**config.mk**
```make
export PLATFORM = sky130hd
export DESIGN_NAME = lsu_flat
export DESIGN_NICKNAME = d
export VERILOG_FILES = /design/src/rtl/lsu_pkg.sv /design/src/rtl/lsu_if.sv /design/src/rtl/lsu_lane_align.sv /design/src/rtl/lsu.sv /design/src/flat_wrapper.sv
export SDC_FILE = /design/constraint.sdc
export NUM_CORES = 1
export LEC_CHECK = 0
export CORE_UTILIZATION = 30
export DETAILED_ROUTE_END_ITERATION = 10
export PLACE_DENSITY = 0.57
export SYNTH_ARGS = -nofsm -noshare
export SYNTH_HDL_FRONTEND = slang
export SYNTH_SLANG_ARGS = --single-unit
```
**constraint.sdc**
```tcl
create_clock -name clk -period 1.92 [get_ports clk]
set_input_delay 0.576 -clock clk [delete_from_list [all_inputs] [get_ports clk]]
set_output_delay 0.576 -clock clk [all_outputs]
set_load 0.005 [all_outputs]
```
**src/rtl/lsu_pkg.sv**
```systemverilog
// lsu_pkg: access-size encodings, FSM states and lane masks
// shared by the load/store unit and its bench.
package lsu_pkg;

   localparam logic [1:0] SZ_B = 2'd0;
   localparam logic [1:0] SZ_H = 2'd1;
   localparam logic [1:0] SZ_W = 2'd2;
   localparam logic [1:0] SZ_R = 2'd3;

   localparam logic [31:0] BYTE_MASK = 32'h0000_00ff;
   localparam logic [31:0] HALF_MASK = 32'h0000_ffff;

   typedef enum logic [2:0] {
      S_IDLE,
      S_LOAD,
      S_RMW_RD,
      S_STORE,
      S_RESP
   } lsu_state_e;

   function automatic logic bad_shape(
      input logic [1:0] size,
      input logic [1:0] lo
   );
      return (size == SZ_H && lo[0])
          || (size == SZ_W && lo != 2'b00)
          || (size == SZ_R);
   endfunction

endpackage

```
**src/rtl/lsu_if.sv**
```systemverilog
// Core-side request/response bundle and dmem bus bundle
// for the load/store unit.
interface lsu_core_if;
   logic        req_valid;
   logic        req_ready;
   logic        req_we;
   logic [1:0]  req_size;
   logic        req_unsigned;
   logic [31:0] req_addr;
   logic [31:0] req_wdata;
   logic        resp_valid;
   logic [31:0] resp_rdata;
   logic        resp_err;

   modport master (
      output req_valid, req_we, req_size, req_unsigned,
      output req_addr, req_wdata,
      input  req_ready, resp_valid, resp_rdata, resp_err
   );

   modport slave (
      input  req_valid, req_we, req_size, req_unsigned,
      input  req_addr, req_wdata,
      output req_ready, resp_valid, resp_rdata, resp_err
   );
endinterface

interface lsu_dmem_if;
   logic        dmem_enable;
   logic        dmem_rnw;
   logic [31:0] dmem_addr;
   logic [31:0] dmem_wdata;
   logic [31:0] dmem_rdata;
   logic        dmem_status;

   modport master (
      output dmem_enable, dmem_rnw, dmem_addr, dmem_wdata,
      input  dmem_rdata, dmem_status
   );

   modport slave (
      input  dmem_enable, dmem_rnw, dmem_addr, dmem_wdata,
      output dmem_rdata, dmem_status
   );
endinterface

```
**src/rtl/lsu_lane_align.sv**
```systemverilog
// lsu_lane_align: load lane extract/extend and sub-word
// store merge into a previously read word.
module lsu_lane_align
   import lsu_pkg::*;
(
   input  logic [1:0]  size_i,
   input  logic        uns_i,
   input  logic [1:0]  lane_i,
   input  logic [31:0] ld_word_i,
   input  logic [31:0] old_word_i,
   input  logic [31:0] st_data_i,
   output logic [31:0] ld_data_o,
   output logic [31:0] st_word_o
);

   logic [4:0]  b_sh;
   logic [4:0]  h_sh;
   logic [7:0]  b;
   logic [15:0] h;
   logic [31:0] mask;
   logic [31:0] rep;

   always_comb begin
      b_sh      = {lane_i, 3'b000};
      h_sh      = {lane_i[1], 4'b0000};
      b         = 8'(ld_word_i >> b_sh);
      h         = 16'(ld_word_i >> h_sh);
      ld_data_o = ld_word_i;
      mask      = '1;
      rep       = st_data_i;
      unique case (size_i)
         SZ_B: begin
            ld_data_o = uns_i ? {24'h0, b} : {{24{b[7]}}, b};
            mask      = BYTE_MASK << b_sh;
            rep       = {4{st_data_i[7:0]}};
         end
         SZ_H: begin
            ld_data_o = uns_i ? {16'h0, h} : {{16{h[15]}}, h};
            mask      = HALF_MASK << h_sh;
            rep       = {2{st_data_i[15:0]}};
         end
         default: ;
      endcase
      // replicated data lands in every lane; mask keeps only the target
      st_word_o = (old_word_i & ~mask) | (rep & mask);
   end

endmodule

```
**src/rtl/lsu.sv**
```systemverilog
// lsu: load/store unit driving the dmem bus, one request
// in flight, sub-word stores via read-modify-write.
module lsu
   import lsu_pkg::*;
#(
   parameter int DMEM_WORDS = 1024
)(
   input  logic       clk,
   input  logic       reset_n,
   lsu_core_if.slave  core,
   lsu_dmem_if.master dmem
);

   localparam logic [29:0] WORD_LIM = 30'(DMEM_WORDS);

   lsu_state_e  state_q, state_d;
   logic [31:0] addr_q, addr_d;
   logic [1:0]  size_q, size_d;
   logic        we_q, we_d;
   logic        uns_q, uns_d;
   logic [31:0] wdata_q, wdata_d;
   logic [31:0] merge_q, merge_d;
   logic [31:0] rdata_q, rdata_d;
   logic        err_q, err_d;
   logic [31:0] ld_data;
   logic [31:0] st_word;
   logic [31:0] word_addr;

   assign word_addr = {addr_q[31:2], 2'b00};

   lsu_lane_align u_align (
      .size_i     (size_q),
      .uns_i      (uns_q),
      .lane_i     (addr_q[1:0]),
      .ld_word_i  (dmem.dmem_rdata),
      .old_word_i (merge_q),
      .st_data_i  (wdata_q),
      .ld_data_o  (ld_data),
      .st_word_o  (st_word)
   );

   always_comb begin
      state_d          = state_q;
      addr_d           = addr_q;
      size_d           = size_q;
      we_d             = we_q;
      uns_d            = uns_q;
      wdata_d          = wdata_q;
      merge_d          = merge_q;
      rdata_d          = rdata_q;
      err_d            = err_q;
      core.req_ready   = 1'b0;
      core.resp_valid  = 1'b0;
      core.resp_rdata  = '0;
      core.resp_err    = 1'b0;
      dmem.dmem_enable = 1'b0;
      dmem.dmem_rnw    = 1'b1;
      dmem.dmem_addr   = '0;
      dmem.dmem_wdata  = '0;
      unique case (state_q)
         S_IDLE: begin
            core.req_ready = 1'b1;
            if (core.req_valid) begin
               addr_d  = core.req_addr;
               size_d  = core.req_size;
               we_d    = core.req_we;
               uns_d   = core.req_unsigned;
               wdata_d = core.req_wdata;
               rdata_d = '0;
               err_d   = bad_shape(core.req_size, core.req_addr[1:0])
                      || (core.req_addr[31:2] >= WORD_LIM);
               if (err_d)
                  state_d = S_RESP;
               else if (!core.req_we)
                  state_d = S_LOAD;
               else if (core.req_size == SZ_W)
                  state_d = S_STORE;
               else
                  state_d = S_RMW_RD;
            end
         end
         S_LOAD: begin
            dmem.dmem_enable = 1'b1;
            dmem.dmem_addr   = word_addr;
            if (dmem.dmem_status) begin
               rdata_d = ld_data;
               state_d = S_RESP;
            end
         end
         S_RMW_RD: begin
            dmem.dmem_enable = 1'b1;
            dmem.dmem_addr   = word_addr;
            if (dmem.dmem_status) begin
               merge_d = dmem.dmem_rdata;
               state_d = S_STORE;
            end
         end
         S_STORE: begin
            dmem.dmem_enable = 1'b1;
            dmem.dmem_rnw    = 1'b0;
            dmem.dmem_addr   = word_addr;
            dmem.dmem_wdata  = st_word;
            if (dmem.dmem_status)
               state_d = S_RESP;
         end
         S_RESP: begin
            core.resp_valid = 1'b1;
            core.resp_rdata = rdata_q;
            core.resp_err   = err_q;
            state_d         = S_IDLE;
         end
         default: state_d = S_IDLE;
      endcase
   end

   always_ff @(posedge clk or negedge reset_n) begin
      if (!reset_n) begin
         state_q <= S_IDLE;
         addr_q  <= '0;
         size_q  <= SZ_B;
         we_q    <= 1'b0;
         uns_q   <= 1'b0;
         wdata_q <= '0;
         merge_q <= '0;
         rdata_q <= '0;
         err_q   <= 1'b0;
      end else begin
         state_q <= state_d;
         addr_q  <= addr_d;
         size_q  <= size_d;
         we_q    <= we_d;
         uns_q   <= uns_d;
         wdata_q <= wdata_d;
         merge_q <= merge_d;
         rdata_q <= rdata_d;
         err_q   <= err_d;
      end
   end

endmodule

```
**src/flat_wrapper.sv**
```systemverilog
// flat-port wrapper written by rule: the top's interface ports become plain ports
module lsu_flat import lsu_pkg::*;
#(
   parameter int DMEM_WORDS = 1024
)
  (clk, reset_n, core_req_valid, core_req_we, core_req_size, core_req_unsigned, core_req_addr, core_req_wdata, core_req_ready, core_resp_valid, core_resp_rdata, core_resp_err, dmem_dmem_enable, dmem_dmem_rnw, dmem_dmem_addr, dmem_dmem_wdata, dmem_dmem_rdata, dmem_dmem_status);
  lsu_core_if core_i ();
  lsu_dmem_if dmem_i ();
  input  logic clk;
  input  logic reset_n;
  input wire logic [$bits(core_i.req_valid)-1:0] core_req_valid;
  input wire logic [$bits(core_i.req_we)-1:0] core_req_we;
  input wire logic [$bits(core_i.req_size)-1:0] core_req_size;
  input wire logic [$bits(core_i.req_unsigned)-1:0] core_req_unsigned;
  input wire logic [$bits(core_i.req_addr)-1:0] core_req_addr;
  input wire logic [$bits(core_i.req_wdata)-1:0] core_req_wdata;
  output wire logic [$bits(core_i.req_ready)-1:0] core_req_ready;
  output wire logic [$bits(core_i.resp_valid)-1:0] core_resp_valid;
  output wire logic [$bits(core_i.resp_rdata)-1:0] core_resp_rdata;
  output wire logic [$bits(core_i.resp_err)-1:0] core_resp_err;
  output wire logic [$bits(dmem_i.dmem_enable)-1:0] dmem_dmem_enable;
  output wire logic [$bits(dmem_i.dmem_rnw)-1:0] dmem_dmem_rnw;
  output wire logic [$bits(dmem_i.dmem_addr)-1:0] dmem_dmem_addr;
  output wire logic [$bits(dmem_i.dmem_wdata)-1:0] dmem_dmem_wdata;
  input wire logic [$bits(dmem_i.dmem_rdata)-1:0] dmem_dmem_rdata;
  input wire logic [$bits(dmem_i.dmem_status)-1:0] dmem_dmem_status;
  assign core_i.req_valid = core_req_valid;
  assign core_i.req_we = core_req_we;
  assign core_i.req_size = core_req_size;
  assign core_i.req_unsigned = core_req_unsigned;
  assign core_i.req_addr = core_req_addr;
  assign core_i.req_wdata = core_req_wdata;
  assign core_req_ready = core_i.req_ready;
  assign core_resp_valid = core_i.resp_valid;
  assign core_resp_rdata = core_i.resp_rdata;
  assign core_resp_err = core_i.resp_err;
  assign dmem_dmem_enable = dmem_i.dmem_enable;
  assign dmem_dmem_rnw = dmem_i.dmem_rnw;
  assign dmem_dmem_addr = dmem_i.dmem_addr;
  assign dmem_dmem_wdata = dmem_i.dmem_wdata;
  assign dmem_i.dmem_rdata = dmem_dmem_rdata;
  assign dmem_i.dmem_status = dmem_dmem_status;
  lsu #(.DMEM_WORDS(DMEM_WORDS)) u_core (.clk(clk), .reset_n(reset_n), .core(core_i), .dmem(dmem_i));
endmodule
```
==> flow_metrics.tcl <==
set metrics [dict create \
    clk_pin_slew_ps 70 \
    n_antenna_cell 0 \
    place_congestion 0.826 \
    dp_hpwl_mm 18.1 \
    hold_slack_ps 22.1 \
    cts_hold_buf 0 \
    clock_path_buffers 2 \
    regToRegStartpoint "u_core.state_q[2]" \
    rsz0062_at_grt "true" \
    maxCapViolations 0 \
    reg2reg_depth 7 \
    synth.largest_area_cell "dfrtp_1" \
    cp.buffers_inverters 5 \
    drt_iter0_markers 413 \
    h-tree-depth 4 \
    post-place-ws_ps -551 \
    finalMaxSlewViolations 0 \
    syn_area_um2 6970 \
    totalWireLength_mm 27.1 \
    nNetsFinal 1191 \
    row_count 55 \
    drive_gt1_share_pct 44.0 \
    fin_crit_sh_pct 130 \
    synth_cells 738 \
    dieHeight_um 154 \
    numCtsBuffers 17 \
    grt_pass1_wl_mm 41.3 \
    cts_root_buffer "clkbuf_16" \
    leakagePower_nw 5.81 \
    via_count 7014 \
    finalHoldViolations 0 \
    dieArea_um2 23900 \
    synth_edf_count 0 \
    antenna_found_initial 0 \
    routed_via_density 5.06 \
    start_util_pct 30.7 \
    crit_slowest_cell "dfrtp_1" \
    core_area_um2 22700 \
    synth_top_area_share_pct 48.4 \
    startpoint_type "flop" \
    critPathLaunch "u_core.addr_q[0]" \
    synth-main-ff-cell "dfrtp_1" \
    n_fill_cell 1983 \
    worstSetupEndpointType "primary output" \
    ys_warn_count 0 \
    clock-sinks 135 \
    drc_errors 0 \
    wl_per_cell_um 19.6 \
    synth_cell_types 43 \
    synth_area_leaders "dfrtp_1, nand2_1, mux2_2" \
    fin_ws_ps -585 \
    grt_overflow 0 \
    placed_area_um2 10100 \
    port_buffers 202 \
    violations "setup timing" \
    ir_worst_vdd_mv 0.593 \
    period_minus_slack_ps 2500 \
    cp_data_arrival_time_ps 1930 \
    power_density_nw_per_um2 764 \
    worst_path_dominant_cell_family "buffers and inverters" \
    ys_seq_elements 135 \
    syn_to_final_growth_pct 76.6 \
    seq_area_frac_synth_pct 48.4 \
    crit_cells 8 \
    ios 205 \
    fin_area_um2 12300 \
    fp.dieW_um 154 \
    fin_total_pwr_mw 9.41 \
    slowest_delay_ps 410 \
    drt-pass1-iter-count 5 \
    cpMostUsedCell "buf_6" \
    antenna_left 0 \
    async_flop_share_pct 100 \
    setup_viol 115 \
    cts_tree "done" \
    fmax_ghz 0.399 \
    status "finished with violations" \
    clock_skew_ps 14.0 \
    grt_max_degree 56 \
    grt_pass1_vias 6876 \
    grt.total_usage_pct 22.9 \
    worstPathRequired_ps 1340 \
    synth_area_per_cell_um2 9.45 \
    path_cells "buf_6, nor2_4, o21ai_4, buf_12, buf_6, buf_6, a311oi_2, buf_2" \
    hp-class "in2async" \
    clock_latency_ps 430 \
    worstSetupPathType "reg2out" \
    path_max_fanout 7 \
]
-- repair_timing --
action	in CTS	in global routing
gates cloned	8	5
pin swaps	58	26
setup buffers	56	21
setup endpoints to repair	99	131
hold endpoints to repair	0	0
gates resized for setup	541	117
-- synthesized netlist by cell type (2+ instances only) --
master       n
a211oi_1     8
a21oi_1     26
a21oi_2      2
a221o_1     24
a22o_1       7
a22oi_1      7
a311oi_1     8
a41o_1       2
and2_1      32
and3_1      33
buf_1        3
buf_2       15
buf_4        3
buf_6        3
clkbuf_1    33
dfrtp_1    135
inv_1       14
mux2_2      33
mux2i_1     26
mux4_2       8
nand2_1    214
nand2b_1     5
nand3_1      3
nor2_1      37
nor2_2       2
nor3_1       4
nor4_1       5
o211ai_1     2
o21ai_0      6
o21ai_1      2
o221ai_1     8
o22ai_1      8
o2bb2ai_1   10
-- report_power, final --
part,leakage [nW],total [mW],switching (mW),internal [mW]
logic,3.80,2.40,1.14,1.26
clock network,0.301,3.43,1.41,2.02
registers,1.71,3.58,0.346,3.23
-- state kept, by name (all words and copies together), names as in the netlist --
| signal | flops |
|---|---|
| u_core.merge_q | 32 |
| u_core.uns_q | 1 |
| u_core.rdata_q | 32 |
| u_core.err_q | 1 |
| u_core.size_q | 2 |
| u_core.state_q | 3 |
| u_core.wdata_q | 32 |
| u_core.addr_q | 32 |
-- cells by family after synthesis --
logic type / share of synthesized area, %
AO/OA/AOI/OAI: 13.4
buffers and inverters: 4.65
flip-flops: 48.4
multiplexers: 11.6
other: 0.0538
AND/OR/NAND/NOR: 21.8
-- cell type report --
| cell class | instances | area [µm²] | share of cell area, % |
|---|---|---|---|
| clock buffers | 19 | 453 | 3.68 |
| repair buffers | 387 | 3960 | 32.2 |
| multi-input cells | 532 | 3950 | 32.0 |
| clock inverters | 13 | 159 | 1.29 |
| inverters | 14 | 55.1 | 0.447 |
| well taps | 285 | 357 | 2.90 |
| flip-flops and latches | 135 | 3380 | 27.5 |
-- metal layers --
metal  wire, µm  part of all wire [%]  vias up  track usage [%]
met5          0                     0        -                0
met4        435                   1.6        0             6.69
met3       1400                   5.2       30             4.17
met2      13000                    48      229             36.5
met1      12300                    45     3469             31.5
li1           -                     -     3286                -
-- worst paths after layout --
check | slack [ps] | end
max | -580 | dmem_dmem_wdata[12]
min | 20 | u_core.addr_q[10]
max reg2reg | -40 | u_core.rdata_q[24]
min reg2reg | 480 | u_core.addr_q[28]
max in group asynchronous | 1300 | u_core.wdata_q[17]
min in group clk | 480 | u_core.addr_q[28]
-- through the flow --
stage | cells | util [%] | setup TNS, ps
3_5_place_dp | 1273 | 44.7 | -53380
4_1_cts | 1367 | 51.9 | -46440
6_report | 1385 | 54.2 | -41390
3_3_place_gp | 1273 | 44.7 | -52680
5_1_grt | 1385 | 54.2 | -48840
2_1_floorplan | 739 | - | -415
-- cells in the final DEF, fill, tap and decap left out, drive strengths merged, types with 2 or more instances in the layout --
master	instances
nor3	4
a21oi	28
dfrtp	135
nand3	3
nor4	6
o22ai	8
mux4	8
o211ai	2
nand2	214
bufinv	2
clkinv	6
a211oi	8
clkdlybuf4s50	102
nand2b	5
o21ai	8
and3	33
a311oi	8
and2	32
mux2i	26
a41o	2
conb	2
clkbuf	26
o2bb2ai	10
mux2	33
a221o	24
buf	277
a22o	7
a22oi	7
inv	19
nor2	39
o221ai	8
(Power assumes the default switching activity.)
